<file path="src/rtl/fifo_burst_reader_if.sv">
// fifo_burst_reader_if: valid/ready beat stream with a last-beat marker
interface fifo_burst_reader_if #(parameter int DATA_WIDTH = 8);
   logic                  valid;
   logic                  ready;
   logic                  last;
   logic [DATA_WIDTH-1:0] data;
   modport master(output valid, data, last, input ready);
   modport slave(input valid, data, last, output ready);
endinterface

</file>
<file path="src/rtl/fifo_burst_reader.sv">
// fifo_burst_reader: drains a sync FIFO in BURST_LEN bursts onto a valid/ready stream, partial bursts on timeout/flush
// Optional burst counters under FIFO_BURST_READER_STATS_EN
module fifo_burst_reader #(
   parameter int DATA_WIDTH = 8,
   parameter int DEPTH      = 16,
   parameter int ADDR_WIDTH = $clog2(DEPTH),
   parameter int BURST_LEN  = 4,
   parameter int TIMEOUT    = 32
) (
   input  logic                  clk,
   input  logic                  rst,
   input  logic                  fifo_empty,
   input  logic [ADDR_WIDTH:0]   fifo_count,
   input  logic [DATA_WIDTH-1:0] fifo_rd_data,
   output logic                  fifo_rd_en,
   input  logic                  flush,
   fifo_burst_reader_if.master   m,
`ifdef FIFO_BURST_READER_STATS_EN
   output logic [15:0]           stat_full_bursts,
   output logic [15:0]           stat_partial_bursts,
`endif
   output logic                  busy
);
   localparam int CW = ADDR_WIDTH + 1;
   localparam int TW = $clog2(TIMEOUT + 1);
   localparam logic [CW-1:0] BL = CW'(BURST_LEN);
   localparam logic [TW-1:0] TLAST = TW'(TIMEOUT - 1);
   typedef enum logic [1:0] {IDLE, BURST, WAIT_LAST} state_t;
   state_t        state;
   logic [CW-1:0] beat_cnt, burst_len;
   logic [TW-1:0] timer;
   logic          full, go, accept, lastbeat;
   always_comb begin
      full = fifo_count >= BL;
      go = full || (fifo_count != '0 && (flush || timer == TLAST));
      accept = m.valid && m.ready;
      lastbeat = beat_cnt == burst_len - CW'(1);
      fifo_rd_en = state == BURST && !fifo_empty && (!m.valid || m.ready);
      busy = state != IDLE;
   end
   always_ff @(posedge clk or posedge rst) begin
      if (rst) begin
         state     <= IDLE;
         m.valid   <= 1'b0;
         m.data    <= '0;
         m.last    <= 1'b0;
         beat_cnt  <= '0;
         burst_len <= '0;
         timer     <= '0;
`ifdef FIFO_BURST_READER_STATS_EN
         stat_full_bursts    <= '0;
         stat_partial_bursts <= '0;
`endif
      end else begin
         if (state == IDLE) begin
            timer <= (fifo_count == '0 || go) ? '0 : (timer == TLAST ? timer : timer + 1'b1);
            if (go) begin
               burst_len <= full ? BL : fifo_count;
               state     <= BURST;
            end
         end
         if (fifo_rd_en) begin
            m.data   <= fifo_rd_data;
            m.valid  <= 1'b1;
            m.last   <= lastbeat;
            beat_cnt <= lastbeat ? '0 : beat_cnt + 1'b1;
            if (lastbeat) state <= WAIT_LAST;
         end else if (accept) begin
            m.valid <= 1'b0;
            m.last  <= 1'b0;
            if (state == WAIT_LAST) begin
               state <= IDLE;
`ifdef FIFO_BURST_READER_STATS_EN
               // burst_len below BURST_LEN only arises from timeout or flush entry
               if (burst_len == BL) stat_full_bursts <= stat_full_bursts + 16'd1;
               else stat_partial_bursts <= stat_partial_bursts + 16'd1;
`endif
            end
         end
      end
   end
endmodule
</file>
<file path="src/flat_wrapper.sv">
// flat-port wrapper written by rule: the top's interface ports become plain ports
module fifo_burst_reader_flat 
#(
   parameter int DATA_WIDTH = 8,
   parameter int DEPTH      = 16,
   parameter int ADDR_WIDTH = $clog2(DEPTH),
   parameter int BURST_LEN  = 4,
   parameter int TIMEOUT    = 32
)
  (clk, rst, fifo_empty, fifo_count, fifo_rd_data, fifo_rd_en, flush, busy, m_valid, m_data, m_last, m_ready);
  fifo_burst_reader_if #(.DATA_WIDTH(DATA_WIDTH)) m_i ();
  input  logic clk;
  input  logic rst;
  input  logic fifo_empty;
  input  logic [ADDR_WIDTH:0] fifo_count;
  input  logic [DATA_WIDTH-1:0] fifo_rd_data;
  output logic fifo_rd_en;
  input  logic flush;
  output logic busy;
  output wire logic [$bits(m_i.valid)-1:0] m_valid;
  output wire logic [$bits(m_i.data)-1:0] m_data;
  output wire logic [$bits(m_i.last)-1:0] m_last;
  input wire logic [$bits(m_i.ready)-1:0] m_ready;
  assign m_valid = m_i.valid;
  assign m_data = m_i.data;
  assign m_last = m_i.last;
  assign m_i.ready = m_ready;
  fifo_burst_reader #(.DATA_WIDTH(DATA_WIDTH), .DEPTH(DEPTH), .ADDR_WIDTH(ADDR_WIDTH), .BURST_LEN(BURST_LEN), .TIMEOUT(TIMEOUT)) u_core (.clk(clk), .rst(rst), .fifo_empty(fifo_empty), .fifo_count(fifo_count), .fifo_rd_data(fifo_rd_data), .fifo_rd_en(fifo_rd_en), .flush(flush), .m(m_i), .busy(busy));
endmodule
</file>
<file path="config.mk">
export PLATFORM = sky130hd
export DESIGN_NAME = fifo_burst_reader_flat
export DESIGN_NICKNAME = d
export VERILOG_FILES = /design/src/rtl/fifo_burst_reader_if.sv /design/src/rtl/fifo_burst_reader.sv /design/src/flat_wrapper.sv
export SDC_FILE = /design/constraint.sdc
export NUM_CORES = 1
export LEC_CHECK = 0
export CORE_MARGIN = 3
export CORE_UTILIZATION = 30
export DETAILED_ROUTE_END_ITERATION = 16
export DONT_BUFFER_PORTS = 1
export GPL_ROUTABILITY_DRIVEN = 0
export PLACE_DENSITY = 0.47
export SLEW_MARGIN = 40
export SYNTH_ARGS = -nofsm -noshare
export SYNTH_HDL_FRONTEND = slang
export SYNTH_SLANG_ARGS = --single-unit
</file>
<file path="constraint.sdc">
create_clock -name clk -period 4 [get_ports clk]
set_input_delay 0.8 -clock clk [delete_from_list [all_inputs] [get_ports clk]]
set_output_delay 0.8 -clock clk [all_outputs]
set_load 0.05 [all_outputs]
</file>
# After elaboration in Yosys (flattened, before gate mapping)
# Index checks and enable logic that the tools add are counted.
[word_totals]
regBits = 28
inputBits = 18
out_inout_bits = 12
word_cells = 46
[classes]
add_sub_neg = 3
magnitude_cmp = 1
n_eq_ne = 5
n_mux = 13
n_reduce_logical = 17
[ops]
columns = ["cell", "n"]
rows = [
  ["two-way mux 2 bit", 6],
  ["two-way mux 6 bit", 2],
  ["two-way mux 5 bit", 2],
  ["adder 6 x 1 -> 6 bit, second input constant", 1],
  ["equality test 6 x 5 -> 1 bit, second input constant", 1],
  ["adder 5 x 1 -> 5 bit, second input constant", 1],
  ["equality test 5 bit", 1],
  ["greater-or-equal comparator 5 x 3 -> 1 bit, second input constant", 1],
  ["zero test 5 bit", 1],
  ["nonzero test 5 bit", 1],
  ["subtractor 5 x 1 -> 5 bit, second input constant", 1],
  ["logical AND 1 bit", 4],
  ["logical OR 1 bit", 4],
  ["AND reduction 2 bit", 2],
  ["nonzero test 2 bit", 2],
  ["two-way mux 1 bit", 3],
  ["equality test 2 x 1 -> 1 bit, second input constant", 1],
  ["equality test 2 bit, second input constant", 1],
  ["zero test 1 bit", 2],
  ["zero test 2 bit", 1],
  ["!= test 2 x 1 -> 1 bit, second input constant", 1],
]

# Longest topological paths before layout
# Gate-level depths: netlist of run 1.
[logic_depth]
depth_word = 9
depth_mapped = 7
mapped_depth_nobuf = 7

# Worst setup path after synthesis of run 1
# No wires, ideal clock.
[synth_timing]
kind = "input to output"
startpoint = "in fifo_empty"
endpoint = "out fifo_rd_en"
arrival_time_ns = 1.499
required_ns = 3.200
slack_ns = 1.701
stages = 4
path_buffers = 1
path_cell_list = "nor2_1 nand3_2 inv_1 buf_2"
[synth_via]
elab_chain_len = 3
[synth_rtl]
columns = ["element", "line_no", "source"]
rows = [
  ["from (decl)", "flat_wrapper.sv:14", "input logic fifo_empty;"],
  ["zero test 1 bit", "fifo_burst_reader.sv:38", "fifo_rd_en = state == BURST && !fifo_empty && (!m.valid || m.ready);"],
  ["logical AND 1 bit (2 in a row)", "fifo_burst_reader.sv:38", ""],
  ["to (decl)", "flat_wrapper.sv:17", "output logic fifo_rd_en;"],
]
# Every way passes these cells.

# Worst setup path in the final report of run 1
[layout_timing]
startpoint = "reg u_core.m.valid"
endpoint = "out fifo_rd_en"
[layout_via]
elab_chain_len = 3
[layout_rtl]
columns = ["element", "line_no", "source"]
rows = [
  ["from (decl)", "fifo_burst_reader_if.sv:7", "modport master(output valid, data, last, input ready);"],
  ["from (signal assigned)", "fifo_burst_reader.sv:44", "m.valid <= 1'b0;"],
  ["from (signal assigned)", "fifo_burst_reader.sv:64", "m.valid <= 1'b1;"],
  ["from (signal assigned)", "fifo_burst_reader.sv:69", "m.valid <= 1'b0;"],
  ["zero test 1 bit", "fifo_burst_reader.sv:38", ""],
  ["logical OR 1 bit", "fifo_burst_reader.sv:38", ""],
  ["logical AND 1 bit", "fifo_burst_reader.sv:38", ""],
]
# Every way passes these cells.

==> impl.org, run 1 <==
** Floorplan
- Starting utilization of the core area :: 0.313
- The die is 73.9 um tall.
- The floorplan step defined a die boundary enclosing around 0.0055 mm^2.
- The core region is about 0.0044 mm^2.
- I/O pin cnt :: 30
- Number of rows in the core area :: 24
- Die width :: approximately 74 um

** Synthesis
- The synthesized design spends more area on one cell type than any other, namely sky130_fd_sc_hd__dfrtp_1.
- For this run, the number of Yosys warnings is 0.
- In this run, synthesis produced a sequential element count of 28.
- Post-synth EDFFs :: 0
- Synthesized-area fraction occupied by ao, oa, aoi and oai cells :: 0.0976
- Of the total synthesized cell area, the portion taken by full adders, half adders and majority gates is 0.0271.
- Of the total synthesized cell area, the portion taken by AND, OR, NAND and NOR gates is 0.266.
- Main combinational cell family by area after synthesis :: simple AND/OR/NAND/NOR gates
- In the synthesized netlist the async set-or-reset flop fraction comes to 1.00.
- Syn Area/Cell :: about 9.2 um^2
- In this run the cell area of the synthesized design comes to approximately 0.0014 mm^2.
- After synthesis, the cell types taking the most area are sky130_fd_sc_hd__dfrtp_1, sky130_fd_sc_hd__nand2_1, sky130_fd_sc_hd__xor2_1, sky130_fd_sc_hd__o21ai_0, sky130_fd_sc_hd__ha_1.
- Counting distinct cell types in the post-synthesis netlist gives 32.
- The cell count after synthesis came out at 151.
- The share of the Yosys chip area taken by registers is 0.506.
- Share of the synthesized netlist area taken by xor and xnor gates :: 0.0633
- When the netlist entered floorplanning its net count stood at 172.
- The share of synthesized area in the top cell type comes to 0.506.
- Mux cell area share after synthesis :: 0.0145
- Leading register cell type out of synthesis :: sky130_fd_sc_hd__dfrtp_1

** Cells and area
- The library cell used most frequently in the layout, excluding fill and tap cells, is sky130_fd_sc_hd__nand2_1.
- At the end of the flow, the number of nets in the layout was 175.
- Filler cell count :: approximately 440
- 0 antenna diodes ended up in the layout.
- Share of layout cells above drive strength 1 :: 0.0588
- The count of cells in the finished layout, fillers not included, comes to 205.
- Multi-input gate area :: 648 um^2
- The area growth from synthesis to layout is 9.22%.
- The sequential cells in the finished layout cover a total of 701 um^2.
- Post-route core utilization :: 0.342
- Most frequent cells in the layout :: sky130_fd_sc_hd__nand2_1, sky130_fd_sc_hd__dfrtp_1, sky130_fd_sc_hd__nor2_1, sky130_fd_sc_hd__o21ai_0, sky130_fd_sc_hd__xor2_1

** Clock tree
- Maximum level of the CTS H-tree :: 1
- In this run the clock root is driven by a sky130_fd_sc_hd__clkbuf_8.
- For this design, the CTS-stage hold fixing added 0 buffers.
- Number of CTS-inserted buffers :: 3
- Clock tree from TritonCTS :: yes
- Gates resized during post-CTS repair numbered 0.
- Number of clock sinks :: 28
- At the later pin of the worst-skew pair, clock insertion delay measures about 0.28 ns.
- Once the clock tree was built, the setup fixing pass inserted 0 buffers.
- In this run the deepest clock path goes through 2 buffers.
- Clock-pin slew was measured on the worst setup and hold paths at 0.10 ns.

** Power
- Peak ir drop on the vdd network :: 0.196 mV
- Leakage component of the power :: about 0.00070 uW
- Dividing total power by cell area gives a power density of just under 700 mW/mm^2.

** Outcome
- The run finished with clean final reports.

** Timing
- The total count of hold-check failures in the final report is 0.
- Final worst path period need :: 2.85 ns
- The clock arrives with 0.00207 ns of skew.
- Final-layout setup total negative slack :: 0 ns
- Of the available clock period, the critical path in the final layout requires 0.713.
- Hold timing on the final database bottoms out at a slack of 0.459 ns.
- Unrepaired setup endpoints after global routing :: false
- Setup violation total in the final timing report :: 0
- Worst relative slew slack :: 0.543
- Slew of the pin with the lowest slew margin :: 0.685 ns
- Static timing analysis puts the maximum clock frequency at ~350 MHz.
- Final Slew Violations :: 0

** Flow run
- Max Cap Violations :: 0

** Worst hold path
- Class of the tightest hold or removal check :: input pin to asynchronous set/reset pin

** Global routing
- Global routing finished with a remaining overflow of 0.
- For this run, global-route usage on met1 was measured as 0.140.
- Global-route wire length before repair :: 4.64 mm
- After global routing, the most crowded layer is met2.
- Overall Global Routing Usage :: 0.112
- Maximum number of pins on one net before global-route repair :: 29
- Antenna violations before repair :: 0
- In the global route stage, met3 resource usage came out at 0.0315.
- Via count of the first global-routing pass :: about 1000
- GR met2 Demand/Resource :: 0.172

** Critical path
- Number of buffer and inverter instances along the worst setup path :: 1
- Critical path depth :: 3
- The worst register-to-register path ends at u_core.beat_cnt[0].
- Of all nets on the critical path, the largest fanout is 18.
- Endpoint arrival time on the critical path :: between 2 and 2.5 ns
- By startpoint and endpoint, the worst setup path is classified as flip-flop to output port.
- Startpoint of the worst register-to-register path :: u_core.m.valid
- Counting cells, the worst reg-to-reg path comes to 5.
- STA classifies the critical path startpoint as a flip-flop.
- Family with the most delay on the worst path :: buffers and inverters
- For this run, the slowest stage of the critical path takes 0.64 ns.
- Slowest stage cell, crit path :: sky130_fd_sc_hd__inv_1
- Reg-to-reg slack, setup :: approximately 1.8 ns
- The most critical setup path has its startpoint at u_core.m.valid.
- Worst-path cell chain :: nand2b_1 -> nand3_2 -> inv_1
- At the worst endpoint, the required time is around 3.2 ns.
- STA classifies the critical path endpoint as an output port.
- The most critical setup path has its endpoint at fifo_rd_en.

** Place
- Inst Count DP :: 201
- Summed over all nets, the half-perimeter wirelength after detailed placement is ~2.1 mm.
- Number of port buffers :: 0

** Drt
- After detailed routing, the number of remaining DRC violations is 0.
- The first detailed-routing pass ran for 4 iterations.
- DRT antenna net count :: 0
- The routed design has 2.74 mm of wire.
- Detail-routed via count per cell :: 5.00
- Drt initial violations :: 33
- In the final routed layout, each cell accounts on average for 13.4 um.
- Overall via count from detail_route :: 1026
[through the flow]
step                      area, um^2  setup slack (ns)  total power (uW)
after floorplan                 1380              1.70               748
after global placement          1440              1.32               798
after detailed placement        1440              1.29               805
after CTS                       1510              1.12              1030
after global routing            1510             0.977              1090
final                           1510              1.15              1020
[power breakdown]
group	switching, uW	internal, uW
Sequential	201	353
Combinational	138	102
Clock	91.0	134
[final cells by class]
cell class	instances	share of cell area
sequential	28	0.464
inverter	7	0.0174
clock buffer	3	0.0273
clock inverter	1	0.0199
multi-input combinational	114	0.429
tap	52	0.0430
[sequential cells by signal, indices dropped and copies added (netlist names)]
name	flops
u_core.state	2
u_core.m.last	1
u_core.burst_len	5
u_core.beat_cnt	5
u_core.m.data	8
u_core.timer	6
u_core.m.valid	1
[worst register-to-register path, delay by kind of cell, from the launching register on]
kind | cells | cell delay, ns
AO/OA/AOI/OAI | 2 | 0.35
flip-flops | 1 | 0.61
AND/OR/NAND/NOR | 2 | 0.53
buffers and inverters | 1 | 0.64
[cells by family after synthesis]
| logic type | after synthesis |
|---|---|
| simple gates | 78 |
| flops | 28 |
| fa+ha+maj | 3 |
| buf+inv | 9 |
| mux | 2 |
| compound gates | 21 |
| xor+xnor | 10 |
[routing by layer]
layer | vias to the layer above | wire [um] | share of wire
met5 | - | 0 | 0
met4 | 0 | 78 | 0.028
met3 | 8 | 133 | 0.049
met2 | 21 | 1350 | 0.49
met1 | 490 | 1180 | 0.43
li1 | 507 | - | -
[cells in the mapped netlist, types with 2 or more instances]
cell type	number
sky130_fd_sc_hd__nand4_1	2
sky130_fd_sc_hd__nor2b_1	4
sky130_fd_sc_hd__ha_1	3
sky130_fd_sc_hd__nand3_1	3
sky130_fd_sc_hd__mux2i_1	2
sky130_fd_sc_hd__nor3_1	5
sky130_fd_sc_hd__nand3b_1	2
sky130_fd_sc_hd__and2_1	2
sky130_fd_sc_hd__a21oi_1	5
sky130_fd_sc_hd__o21ai_0	8
sky130_fd_sc_hd__dfrtp_1	28
sky130_fd_sc_hd__xor2_1	7
sky130_fd_sc_hd__nand3_2	2
sky130_fd_sc_hd__nand2_1	43
sky130_fd_sc_hd__xnor2_1	3
sky130_fd_sc_hd__nor2_1	9
sky130_fd_sc_hd__inv_1	7
sky130_fd_sc_hd__nand2b_1	2
[how the worst min path moves through the flow]
stage / startpoint / depth (start not counted) / endpoint / slack, ns
2_1_floorplan: u_core.burst_len[4] / 1 / u_core.burst_len[4] / 0.47
3_3_place_gp: u_core.burst_len[4] / 1 / u_core.burst_len[4] / 0.51
3_5_place_dp: u_core.burst_len[4] / 1 / u_core.burst_len[4] / 0.52
4_1_cts: rst / 1 / u_core.timer[5] / 0.48
5_1_grt: rst / 1 / u_core.timer[5] / 0.50
6_report: rst / 1 / u_core.timer[5] / 0.46
Power figures use the tool's default switching activity.
==> run 2, diff against run 1 <==
Clock period 4 ns to 2.75 ns, I/O delays scaled along.
==> run 2 against run 1 <==
  * Non-clock buffer count is 3 higher
  * Largest power group unchanged
  * Die area unchanged
  * Combinational power grew 50%
  * First-iteration DRC count is 140% higher
==> impl.org, run 2 (synthesis results as in run 1) <==
** Critical path
- The worst register-to-register path begins at u_core.m.valid.
- The worst-case register-to-register setup slack is 0.92 ns (-0.89 ns).
- In this run the worst setup path begins at u_core.m.valid.
- Critical path class :: flip-flop to output port
- Type of destination of the critical path :: output port
- Worst-path cell chain :: nand2b_1 -> nand3_2 -> inv_1
- The worst register-to-register path ends at u_core.beat_cnt[1].
- Number of buffer and inverter instances along the worst setup path :: 1 (unchanged)
- Max incr delay on CP :: 0.61 ns (-0.03 ns)
- The depth of the worst register-to-register path is 6 (+1).
- Family with the most delay on the worst path :: flip-flops
- The worst endpoint required time is 2.20 ns (-1.00 ns).
- Endpoint arrival time on the critical path :: 1.58 ns (-0.47 ns)
- The number of cells on the critical path was 3 (unchanged).
- The worst setup path is launched from a flip-flop.
- Crit path max fanout :: 6 (-12)
- Worst setup endpoint :: fifo_rd_en
- On the critical path, the stage with the largest delay is an instance of sky130_fd_sc_hd__dfrtp_1.

** Flow run
- Max Cap Violations :: 0 (unchanged)

** Power
- Total net switching power :: 626 uW (+45%)
- Internal power consumption :: 866 uW (+47%)
- The combinational group share of total power was 0.242 (+0.006).
- The total power of the final layout is 1490 uW (+46%).
- The power density over the cells came to 973 mW/mm^2 (+44%).
- Peak ir drop on the vdd network :: 0.299 mV (+53%)
- The leakage component of the power was 0.000716 uW (+2.2%).
- The power share of the sequential group is 0.540 (-0.003).
- Switching power share of the total :: 0.419 (-0.00229)
- Clock Power Share :: 0.218 (-0.003)

** Clock tree
- Number of clock sinks :: 28 (unchanged)
- The number of levels the H-tree was split into is 1 (unchanged).
- Clock Latency Late Sink :: 0.28 ns (about the same)
- The clock input transition at the sequential cells of the worst setup and hold paths is 0.09 ns (about the same).
- Total setup buffers inserted after CTS :: 0 (unchanged)
- The number of clock buffers inserted by TritonCTS was 3 (unchanged).
- The quantity of gates resized following cts is 0 (unchanged).
- CTS Hold Bufs :: 0 (unchanged)
- Clock tree from TritonCTS :: yes
- Library cell used as clock root buffer :: sky130_fd_sc_hd__clkbuf_8
- The maximum count of clock buffers along a single path is 2 (unchanged).

** Cells and area
- Post-synthesis to final-layout area growth :: 10.8%
- The fraction of layout instances using a drive strength above 1 came to 0.0705 (+0.0117).
- u_core.m.data holds more flip-flops than any other register.
- The library cell used most frequently in the layout, excluding fill and tap cells, is sky130_fd_sc_hd__nand2_1.
- Max FFs per register :: 8 (unchanged)
- The antenna diode instance count was 0 (unchanged).
- The largest registers in the layout are u_core.m.data: 8 flops, u_core.timer: 6 flops.
- Layout Cell Area excl Fill :: 0.00153 mm^2 (+1.5%)
- Final Instance Count excl. Fillers :: 208 (+1.5%)
- Most frequent cells in the layout :: sky130_fd_sc_hd__nand2_1, sky130_fd_sc_hd__dfrtp_1, sky130_fd_sc_hd__nor2_1, sky130_fd_sc_hd__o21ai_0
- The layout net count is 178 (+1.7%).

** Drt
- The number of antenna-violating nets in the routed design was 0 (unchanged).
- Overall via count from detail_route :: 1011 (-1.5%)
- The total wirelength of the detailed-routed design is 2.76 mm (+0.73%).
- Detail-routed via count per cell :: 4.86 (-2.9%)
- Final routed DRC violation total :: 0 (unchanged)
- The number of DRC markers in iteration 0 is 79 (+140%).
- Detailed-route wire length on metal 1 :: 1.24 mm (+5.0%)
- Amount of wire on met3 after detailed routing :: 65 um (-51%)
- Top routing layer in use :: met4
- The count of TritonRoute iterations in the first routing pass was 4 (unchanged).
- The detailed route wirelength on metal2 came to 1.42 mm (+5.6%).
- The per-cell routed wire length was 13.3 um (-0.72%).

** Timing
- Unrepaired setup endpoints after global routing :: false
- Setup clock skew after layout :: 0.00291 ns (+0.000837 ns)
- Worst relative slew slack :: 0.628 (+0.0851)
- Of the available clock period, the critical path in the final layout requires 0.776.
- The total of endpoints with negative setup slack in the final report is 0 (unchanged).
- The transition time of the tightest slew-check pin is 0.558 ns (-0.127 ns).
- The clock period could shrink to around 2.1 ns.
- Hold Fails Final Rpt :: 0 (unchanged)
- The final-layout worst hold slack was 0.213 ns (-0.246 ns).
- Final-layout setup total negative slack :: 0 ns (unchanged)
- Final Slew Violations :: 0 (unchanged)
- For this run, the top clock speed supported by timing is between 400 and 500 MHz.

** Floorplan
- The die span in y is 73.9 um (unchanged).
- The initial core utilization was 0.313 (unchanged).
- Die width :: 73.9 um (unchanged)
- Number of rows in the core area :: 24 (unchanged)
- Core Footprint :: 0.00441 mm^2 (unchanged)
- The I/O pin total was 30 (unchanged).
- The area of the die was 0.00546 mm^2 (unchanged).

** Global routing
- Antenna violations before repair :: 0 (unchanged)
- Global-route wire length before repair :: 4.67 mm (+0.60%)
- Via count of the first global-routing pass :: 994 (-1.4%)
- The pin count of the biggest net entering global routing was 29 (unchanged).
- Overall Global Routing Usage :: 0.110 (-0.00142)
- The leftover overflow at the end of global routing came to 0 (unchanged).

** Place
- Post-detailed-placement cell area :: 0.00146 mm^2 (+1.6%)
- The total placed cells including tap cells is 204 (+1.5%).
- The number of input and output port buffers inserted came to 0 (unchanged).
- Half-perimeter wire length of the detailed placement result :: 2.11 mm (+1.8%)

** Worst hold path
- In this run the worst hold path is classified as input pin to asynchronous set/reset pin.

** Outcome
- The flow ran to the end, and the final reports show no timing, DRC or antenna violations.
[run 2: per-stage QoR]
step / utilization / setup WS [ns]
final: 0.348 / 0.615
after global routing: 0.348 / 0.539
after CTS: 0.348 / 0.590
after detailed placement: 0.331 / 0.914
after global placement: 0.331 / 0.919
after floorplan: - / 0.874
[run 2: metal layers]
| metal | vias to the layer above | global-route usage |
|---|---|---|
| met3 | 4 | 0.0205 |
| met4 | 0 | 0.0423 |
| met1 | 482 | 0.142 |
| met5 | - | 0 |
| met2 | 10 | 0.183 |
| li1 | 515 | - |
[run 2: area by class of cell]
type	instances	area [um^2]
inverters	7	26.3
clock inverters	1	30.0
clock buffers	3	41.3
flip-flops and latches	28	701
repair buffers	3	22.5
fillers	444	2880
well taps	52	65.1
multi-input cells	114	648
[run 2: worst register-to-register path, cell delays in order, from the launching register on]
cell                       delay (ns)
sky130_fd_sc_hd__dfrtp_1         0.61
sky130_fd_sc_hd__nand2b_1        0.21
sky130_fd_sc_hd__nand3_2         0.09
sky130_fd_sc_hd__inv_1           0.39
sky130_fd_sc_hd__buf_4           0.26
sky130_fd_sc_hd__nand2_1         0.06
sky130_fd_sc_hd__o21ai_0         0.14
[run 2: power by group through the flow]
| stage | sequential [uW] | combinational [uW] | clock (uW) |
|---|---|---|---|
| 3_5_place_dp | 817 | 367 | 0 |
| 5_1_grt | 823 | 419 | 352 |
| 2_1_floorplan | 785 | 303 | 0 |
| 6_report | 806 | 361 | 326 |
| 4_1_cts | 808 | 369 | 338 |
| 3_3_place_gp | 813 | 358 | 0 |
[run 2: worst min-delay path by stage]
| stage | startpoint | endpoint | slack (ns) | depth (start not counted) |
|---|---|---|---|---|
| final | rst | u_core.m.data[0] | 0.21 | 2 |
| after global routing | rst | u_core.timer[4] | 0.23 | 2 |
| after CTS | rst | u_core.timer[2] | 0.22 | 2 |
| after detailed placement | u_core.burst_len[4] | u_core.burst_len[4] | 0.52 | 1 |
| after global placement | u_core.burst_len[4] | u_core.burst_len[4] | 0.50 | 1 |
| after floorplan | u_core.burst_len[4] | u_core.burst_len[4] | 0.47 | 1 |
